## config.mk

```make
export PLATFORM = sky130hd
export DESIGN_NAME = mesm6_memctl
export DESIGN_NICKNAME = d
export VERILOG_FILES = /design/src/rtl/mesm6_memctl.sv
export SDC_FILE = /design/constraint.sdc
export NUM_CORES = 1
export LEC_CHECK = 0
export ABC_AREA = 1
export BUFFER_PORTS_ARGS = -buffer_cell sky130_fd_sc_hd__buf_2
export CAP_MARGIN = 20
export CORE_MARGIN = 2
export CORE_UTILIZATION = 36
export DETAILED_ROUTE_END_ITERATION = 10
export SKIP_CTS_REPAIR_TIMING = 1
export SYNTH_ARGS = -nofsm -noshare
export SYNTH_HDL_FRONTEND = slang
export SYNTH_SLANG_ARGS = --single-unit
```

## constraint.sdc

```tcl
create_clock -name clk -period 2.55 [get_ports clk]
set_clock_uncertainty 0.1 [all_clocks]
set_input_delay 0.6375 -clock clk [delete_from_list [all_inputs] [get_ports clk]]
set_output_delay 0.6375 -clock clk [all_outputs]
set_load 0.01 [all_outputs]
```

## src/rtl/mesm6_memctl.sv

```systemverilog
// Single-port RAM controller for the MESM-6 CPU. It arbitrates the instruction
// and data buses and runs one RAM access at a time.
module mesm6_memctl #(
    parameter int MEM_LATENCY = 1
) (
    input  logic        clk,
    input  logic        reset,

    input  logic        ibus_fetch,
    input  logic [14:0] ibus_addr,
    output logic [47:0] ibus_input,
    output logic        ibus_done,

    input  logic        dbus_read,
    input  logic        dbus_write,
    input  logic [14:0] dbus_addr,
    input  logic [47:0] dbus_output,
    output logic [47:0] dbus_input,
    output logic        dbus_done,

    output logic [14:0] mem_addr,
    output logic        mem_rd,
    output logic        mem_wr,
    output logic [47:0] mem_wdata,
    input  logic [47:0] mem_rdata,

    output logic        proto_err
);

    localparam logic [2:0] LAT = 3'(MEM_LATENCY);

    typedef enum logic [1:0] {IDLE, ISSUE, WAIT, DONE} state_t;
    typedef enum logic [1:0] {T_IFETCH, T_DREAD, T_DWRITE} txn_t;

    state_t      state_reg, state_next;
    txn_t        type_reg;
    logic [2:0]  cnt_reg;
    logic        fetch_lost_reg;

    logic [14:0] mem_addr_reg;
    logic [47:0] mem_wdata_reg;
    logic        mem_rd_reg, mem_wr_reg;
    logic [47:0] ibus_input_reg, dbus_input_reg;
    logic        ibus_done_reg, dbus_done_reg;

    logic        data_req;
    logic        grant_valid;
    txn_t        grant_type;
    logic [14:0] grant_addr;

    // Arbitration and next-state logic
    always_comb begin
        state_next  = state_reg;
        data_req    = dbus_read | dbus_write;
        grant_valid = 1'b0;
        grant_type  = T_IFETCH;
        grant_addr  = ibus_addr;

        unique case (state_reg)
            IDLE: begin
                // Data normally wins; a fetch that just lost is served next.
                if (ibus_fetch && (!data_req || fetch_lost_reg)) begin
                    grant_valid = 1'b1;
                    grant_type  = T_IFETCH;
                    grant_addr  = ibus_addr;
                end else if (data_req) begin
                    grant_valid = 1'b1;
                    grant_type  = dbus_write ? T_DWRITE : T_DREAD;
                    grant_addr  = dbus_addr;
                end
                if (grant_valid)
                    state_next = ISSUE;
            end
            ISSUE: state_next = (type_reg == T_DWRITE) ? DONE : WAIT;
            WAIT:  if (cnt_reg == 3'd1) state_next = DONE;
            DONE:  state_next = IDLE;
            default: state_next = IDLE;
        endcase
    end

    always_ff @(posedge clk) begin
        if (reset) begin
            state_reg      <= IDLE;
            type_reg       <= T_IFETCH;
            cnt_reg        <= 3'd0;
            fetch_lost_reg <= 1'b0;
            mem_addr_reg   <= 15'd0;
            mem_wdata_reg  <= 48'd0;
            mem_rd_reg     <= 1'b0;
            mem_wr_reg     <= 1'b0;
            ibus_input_reg <= 48'd0;
            dbus_input_reg <= 48'd0;
            ibus_done_reg  <= 1'b0;
            dbus_done_reg  <= 1'b0;
        end else begin
            state_reg     <= state_next;
            mem_rd_reg    <= 1'b0;
            mem_wr_reg    <= 1'b0;
            ibus_done_reg <= 1'b0;
            dbus_done_reg <= 1'b0;

            unique case (state_reg)
                IDLE: begin
                    if (grant_valid) begin
                        type_reg       <= grant_type;
                        mem_addr_reg   <= grant_addr;
                        mem_wdata_reg  <= dbus_output;
                        mem_rd_reg     <= (grant_type != T_DWRITE);
                        mem_wr_reg     <= (grant_type == T_DWRITE);
                        fetch_lost_reg <= ibus_fetch && (grant_type != T_IFETCH);
                    end
                end
                ISSUE: begin
                    cnt_reg <= LAT;
                    if (type_reg == T_DWRITE)
                        dbus_done_reg <= 1'b1;
                end
                WAIT: begin
                    // Counter reaches 1 in the cycle the RAM presents its data.
                    if (cnt_reg == 3'd1) begin
                        if (type_reg == T_IFETCH) begin
                            ibus_input_reg <= mem_rdata;
                            ibus_done_reg  <= 1'b1;
                        end else begin
                            dbus_input_reg <= mem_rdata;
                            dbus_done_reg  <= 1'b1;
                        end
                    end else begin
                        cnt_reg <= cnt_reg - 3'd1;
                    end
                end
                DONE: ;
                default: ;
            endcase
        end
    end

    assign ibus_input = ibus_input_reg;
    assign ibus_done  = ibus_done_reg;
    assign dbus_input = dbus_input_reg;
    assign dbus_done  = dbus_done_reg;
    assign mem_addr   = mem_addr_reg;
    assign mem_rd     = mem_rd_reg;
    assign mem_wr     = mem_wr_reg;
    assign mem_wdata  = mem_wdata_reg;
    assign proto_err  = !reset && (state_reg == IDLE) && dbus_read && dbus_write;

endmodule

```

# Word level (Yosys, flattened, before mapping)
# Index checks and enable logic that the tools add are counted.
# W data, S select, Z words.
[totals]
regBits = 171
inputBits = 131
output_inout_bits = 164
word_cells = 69
[op_classes]
add_sub_neg = 1
n_eq_ne = 10
mux = 21
bitwise_logic = 6
reduce_logical = 19
[op_table]
columns = ["operator", "count"]
rows = [
  ["$mux W15", 2],
  ["$mux W2", 6],
  ["$mux W1", 9],
  ["$eq A2 B2 Y1 const B", 4],
  ["$ne A2 B2 Y1 const B", 4],
  ["$pmux W2 S4", 1],
  ["$pmux W3 S2", 1],
  ["$reduce_and A2 Y1", 3],
  ["$reduce_and A3 Y1", 2],
  ["$reduce_or A3 Y1", 2],
  ["$logic_and A1 B1 Y1", 5],
  ["$not A1 Y1", 5],
  ["$logic_not A2 Y1", 2],
  ["$reduce_bool A2 Y1", 2],
  ["$eq A3 B1 Y1 const B", 1],
  ["$mux W3", 1],
  ["$sub A3 B1 Y3 const B", 1],
  ["$eq A2 B1 Y1 const B", 1],
  ["$logic_not A1 Y1", 2],
  ["$pmux W1 S2", 1],
  ["$logic_or A1 B1 Y1", 1],
  ["$or A1 B1 Y1", 1],
]

# Logic depth before layout (Yosys ltp)
# Gate-level depths: netlist (run 1).
[depth]
ltp_word = 9
mapped_depth = 10
mapped_depth_nobuf = 9

# Least setup slack after synthesis (run 1)
# OpenSTA, ideal clock, no wires.
[synth_timing]
path_type = "input port to output port"
start = "input dbus_read"
end = "output proto_err"
arrival_time_ns = 1.104
t_required_ns = 1.812
path_slack_ns = 0.709
path_stages = 2
path_buffers = 0
path_cell_list = "inv_1 nor4_1"
[synth_via]
elab_chain_cells = 2
[synth_rtl]
columns = ["item", "line", "rtl"]
rows = [
  ["from (decl)", "14", "input logic dbus_read,"],
  ["$logic_and A1 B1 Y1 (2 in a row)", "146", "assign proto_err = !reset && (state_reg == IDLE) && dbus_read && dbus_write;"],
  ["to (decl)", "27", "output logic proto_err"],
]
# Every way passes these cells.

# Worst setup path after layout (run 1)
[layout_timing]
start = "register state_reg[0]"
end = "output proto_err"
[layout_via]
elab_chain_cells = 4
[layout_rtl]
columns = ["item", "line", "rtl"]
rows = [
  ["from (decl)", "35", "state_t state_reg, state_next;"],
  ["from (signal assigned)", "96", "state_reg <= state_next;"],
  ["$logic_not A2 Y1", "146", ""],
  ["$logic_and A1 B1 Y1 (3 in a row)", "146", ""],
]
# Every way passes these cells.

==> results of run 1 <==
-- metrics by stage --
step | total power (uW) | area [um^2] | cells | utilization (%) | setup slack (ns)
finish | 8503 | 8513 | 1351 | 49.56 | 0.2135
detailed placement | 6034 | 7938 | 1319 | 46.21 | 0.5208
CTS | 8598 | 8513 | 1351 | 49.56 | 0.2036
global route | 9103 | 8513 | 1351 | 49.56 | 0.03037
floorplan | 5067 | 6276 | 837 | - | 0.7086
global placement | 6026 | 7930 | 1318 | 46.17 | 0.3453
-- cell families (layout without fill, tap and decap cells) --
family,after synthesis,count (layout),synth area share (%)
simple gates,414,414,25.40
compound gates,159,159,12.98
flops,171,171,54.55
fa+ha+maj,5,5,0.9968
buf+inv,88,377,6.080
-- worst max path at each step --
stage                  from           to  slack, ns  cells past startpoint
6_report       state_reg[0]    proto_err       0.21                      5
5_1_grt        state_reg[0]    proto_err       0.03                      5
4_1_cts        state_reg[0]    proto_err       0.20                      5
3_5_place_dp     ibus_fetch       mem_rd       0.52                      6
3_3_place_gp     dbus_write  mem_addr[0]       0.35                      7
2_1_floorplan     dbus_read    proto_err       0.71                      2
-- power breakdown --
group	switching [uW]	total, uW	leakage, uW	internal [uW]
combinational	1550	2470	0.00257	917
clock	1130	2530	0.000275	1400
sequential	265	3510	0.00140	3240
total	2950	8500	0.00424	5560
-- routing by layer --
layer  vias to the layer above  global-route usage, %
met5                         -                      0
met4                         2                  7.292
met3                        24                  6.786
met2                       230                  29.03
met1                      2707                  24.58
li1                       3203                      -
-- placed cells by master (no fill, tap or decap), types with 5 or more instances in the layout --
cell       count
nor2_1       325
buf_2        294
dfxtp_1      171
o21ai_0      145
clkbuf_16     17
buf_4         13
inv_1         33
ha_1           5
nand2_1       60
a21oi_1        5
nand3_1       26
-- layout make-up --
type	instances	area, um^2	area share [%]
Sequential cell	171	3423	40.21
Clock buffer	19	442.9	5.203
Timing Repair Buffer	310	1629	19.14
Clock inverter	13	132.6	1.558
Multi-Input combinational cell	578	2471	29.03
Tap cell	225	281.5	3.307
Inverter	35	132.6	1.558
-- worst register-to-register path, cell delays in order, from the launching register on --
cell and delay (ns):
dfxtp_1 0.34, inv_1 0.09, ha_1 0.26, inv_1 0.13, a21oi_4 0.16, buf_4 0.42, nand2_1 0.20, a31oi_1 0.21
==> impl_metrics.py, run 1 <==
metrics = {
    "run_status": {
        "outcome": "finished clean",
    },
    "global_routing": {
        "grt_pass1_wl_mm": 27.88,
        "grt_pass1_vias": 5483,
        "gr-usage-all-layers_pct": 19.02,
        "grt_remaining_overflow": 0,
        "grt_max_degree": 58,
        "antenna_found_initial": 1,
    },
    "setup_path": {
        "crit_path_top_delay_cell": "dfxtp_1",
        "path_cells": "inv_1 > ha_1 > inv_1 > nor4_1 > buf_2",
        "critPathBufInv": 3,
        "crit_top_cell": "inv_1",
        "cp-start-kind": "flip-flop",
        "worst-path-max-fanout": 5,
        "cp.arrival_ns": 1.60,
        "reg2regPathDepth": 7,
        "crit_type": "flip-flop to primary output",
        "r2r_slack_ns": 0.57,
        "r2r-start": "state_reg[0]",
        "worstPathRequired_ns": 1.81,
        "slowest_delay_ns": 0.34,
        "worstReg2RegEnd": "mem_rd",
        "end_kind": "primary output",
        "cp_top_family": "buffers and inverters",
    },
    "die": {
        "die_area_um2": 18510,
        "coreArea_um2": 17180,
        "core.rowCount": 48,
        "dieHeight_um": 136.0,
        "initial_core_util_pct": 36.54,
        "num_io_pins": 295,
        "floorplan.die.width_um": 136.0,
    },
    "route": {
        "vias_per_cell": 4.564,
        "dr_wl_met3_mm": 1.651,
        "wl_per_cell_um": 13.42,
        "drt-met1-wl_mm": 8.173,
        "drcViolationCount": 0,
        "wl_mm": 18.13,
        "drtIter0Drc": 231,
        "drt.antenna.violating_nets": 0,
        "wl_met2_mm": 7.964,
        "first_pass_iters": 5,
        "via_count": 6166,
        "top_layer": "met5",
    },
    "sta": {
        "fmaxAchievable_mhz": 428.0,
        "finalHoldViolCount": 0,
        "report.final.slew_viol_count": 0,
        "fin_setup_tns_ns": 0,
        "worstMarginPinSlew_ns": 0.5799,
        "timing.final.crit_share_pct": 91.63,
        "setup_viol": 0,
        "min_period_ns": 2.337,
        "hold_ws_ns": 0.3272,
        "rsz0062_at_grt": "false",
        "max_slew_margin_pct": 61.34,
    },
    "finish": {
        "n_antenna_cell": 0,
        "final_nets": 1249,
        "drive_above_1_share_pct": 30.64,
        "fillers": 1747,
        "area_delta_synth_final_pct": 35.65,
    },
    "yosys": {
        "yosysWarnings": 0,
        "synth_cells": 837,
        "synth_top_area_share_pct": 54.55,
        "synth_fp_nets": 973,
        "yosys_register_bits": 171,
        "syn_area_um2": 6276,
        "synth_top_area_cell": "dfxtp_1",
        "syn_avg_cell_area_um2": 7.498,
        "ys_async_sr_fraction_pct": 0,
        "ys.flop_type": "dfxtp_1",
        "seq_area_frac_synth_pct": 54.55,
        "synth_area_leaders": "dfxtp_1 55%, nor2_1 19%, o21ai_0 12%",
        "ys_types": 21,
        "ys_top_cells_by_count": "325 x nor2_1, 171 x dfxtp_1, 145 x o21ai_0, 60 x nand2_1, 34 x inv_1",
        "synth.most_common_cell": "nor2_1",
        "synth_edf_count": 0,
    },
    "hold_path": {
        "hold_path.startpoint": "dbus_output[1]",
        "min_to": "mem_wdata[1]",
        "hold_class": "primary input to flip-flop",
        "holdPathStages": 3,
    },
    "placement": {
        "io_buffer_count": 294,
        "dp.final_hpwl_mm": 12.49,
        "gp_congestion": 0.7726,
    },
    "power": {
        "p_leak_uw": 0.004244,
        "powerDensity_nw_per_um2": 998.8,
        "ir_drop_uv": 586.2,
    },
    "run": {
        "drv_cap": 0,
    },
    "clock_network": {
        "clk_path_buf_depth": 2,
        "insertion_delay_ns": 0.43,
        "cts_buffers": 17,
        "h-tree-depth": 4,
        "cts_tree": "yes",
        "clkSinkCount": 171,
        "clockRootBuffer": "clkbuf_16",
        "path_clk_slew_ns": 0.07,
    },
}
Note: power is estimated with default switching activity, not from simulation.
==> inputs of run 2 (changes only) <==
- BUFFER_PORTS_ARGS: -buffer_cell sky130_fd_sc_hd__buf_2 -> not set
- DONT_BUFFER_PORTS: not set -> 1
==> run 2 against run 1 <==
  * Non-clock buffer count shrank 298
  * Power shrank 5.7%
  * Core utilization shrank 8.5 points
==> impl_metrics.py, run 2 (synthesis gave the netlist of run 1 again) <==
metrics = {
    "clock_network": {
        "path_clk_slew_ns": 0.07,
        "clkSinkCount": 171,
        "insertion_delay_ns": 0.43,
        "clk_path_buf_depth": 2,
        "cts_buffers": 17,
        "h-tree-depth": 4,
        "clockRootBuffer": "clkbuf_16",
        "cts_tree": "yes",
    },
    "placement": {
        "gp_congestion": 0.7653,
        "dp_slack_ns": 0.4776,
        "io_buffer_count": 0,
        "dp.final_hpwl_mm": 11.31,
    },
    "power": {
        "p_leak_uw": 0.002852,
        "ir_drop_uv": 678.0,
        "p_comb_share_pct": 19.0,
        "seqPwrFrac_pct": 48.5,
        "p_switching_uw": 2794,
        "p_int_uw": 5226,
        "power.share.clock_pct": 32.4,
        "totalPowerFinal_uw": 8021,
        "p_sw_share_pct": 34.84,
        "powerDensity_nw_per_um2": 1138,
    },
    "route": {
        "first_pass_iters": 6,
        "drtIter0Drc": 208,
        "top_layer": "met4",
        "vias_per_cell": 4.866,
        "dr_wl_met3_mm": 2.037,
        "wl_met2_mm": 7.316,
        "drt-met1-wl_mm": 6.726,
        "via_count": 5124,
        "drt.antenna.violating_nets": 0,
        "wl_mm": 16.28,
        "drcViolationCount": 0,
        "wl_per_cell_um": 15.46,
    },
    "global_routing": {
        "grt_pass1_wl_mm": 24.03,
        "gr-usage-all-layers_pct": 16.56,
        "grt_remaining_overflow": 0,
        "grt_max_degree": 80,
        "grt_pass1_vias": 4535,
        "antenna_found_initial": 0,
    },
    "setup_path": {
        "worst-path-max-fanout": 5,
        "crit_type": "flip-flop to primary output",
        "cp.arrival_ns": 1.69,
        "worstPathRequired_ns": 1.81,
        "end_kind": "primary output",
        "cp-start-kind": "flip-flop",
    },
    "die": {
        "initial_core_util_pct": 36.54,
        "coreArea_um2": 17180,
        "core.rowCount": 48,
        "num_io_pins": 295,
        "floorplan.die.width_um": 136.0,
        "dieHeight_um": 136.0,
        "die_area_um2": 18510,
    },
    "finish": {
        "final_nets": 951,
        "n_antenna_cell": 0,
        "layout_common_cells": "325 x nor2_1, 171 x dfxtp_1, 145 x o21ai_0",
        "drive_above_1_share_pct": 5.918,
        "area_delta_synth_final_pct": 12.30,
        "multiInputGateArea_um2": 2481,
        "layout_commonest_cell": "nor2_1",
        "seqCellArea_um2": 3423,
        "fillers": 1789,
        "fin_util_pct": 41.03,
    },
    "sta": {
        "worstMarginPinSlew_ns": 1.035,
        "timing.final.crit_share_pct": 95.37,
        "max_slew_margin_pct": 31.01,
        "min_period_ns": 2.432,
        "fin_ws_ns": 0.1182,
        "setup_viol": 0,
        "report.final.slew_viol_count": 0,
        "fmaxAchievable_mhz": 411.2,
        "finalHoldViolCount": 0,
        "rsz0062_at_grt": "false",
        "fin_setup_tns_ns": 0,
    },
    "run": {
        "drv_cap": 0,
    },
    "hold_path": {
        "hold_class": "primary input to flip-flop",
    },
    "run_status": {
        "outcome": "finished clean",
    },
}
[run 2: area by class of cell]
class / count / share of cell area (%)
clock inverters: 14 / 2.272
clock buffers: 18 / 6.089
multi-input cells: 578 / 35.20
repair buffers: 12 / 1.988
flip-flops and latches: 171 / 48.57
well taps: 225 / 3.994
inverters: 35 / 1.882
[run 2: through the flow]
stage               hold WS (ns)  std cells  instance area, um^2
floorplan                 0.3508        837                 6276
CTS                       0.1626       1053                 7048
finish                    0.1765       1053                 7048
global route              0.1569       1053                 7048
detailed placement        0.3750       1021                 6459
global placement          0.3651       1021                 6459
[run 2: critical path: stages (launching register included)]
cell and delay [ns]:
dfxtp_1 0.32, inv_1 0.09, ha_1 0.25, inv_1 0.13
nor4_1 0.28, buf_4 0.20
[run 2: final timing paths]
path                     start           to  slack, ns  depth (start not counted)
setup / recovery  state_reg[1]    proto_err       0.12                          5
hold / removal           reset    ibus_done       0.18                          1
setup reg to reg  state_reg[0]  type_reg[1]       0.51                          7
hold reg to reg    type_reg[0]  type_reg[0]       0.38                          2
[run 2: power groups by stage]
stage               combinational (uW)  sequential (uW)  clock, uW
global route                      1780             3970       2770
global placement                  1490             3970          0
CTS                               1540             3910       2660
finish                            1530             3890       2600
floorplan                         1260             3810          0
detailed placement                1540             3950          0
[run 2: routing by layer]
metal,up-vias,track usage [%]
met5,-,0
met4,0,5.440
met3,12,8.277
met2,236,26.27
met1,2271,19.48
li1,2605,-
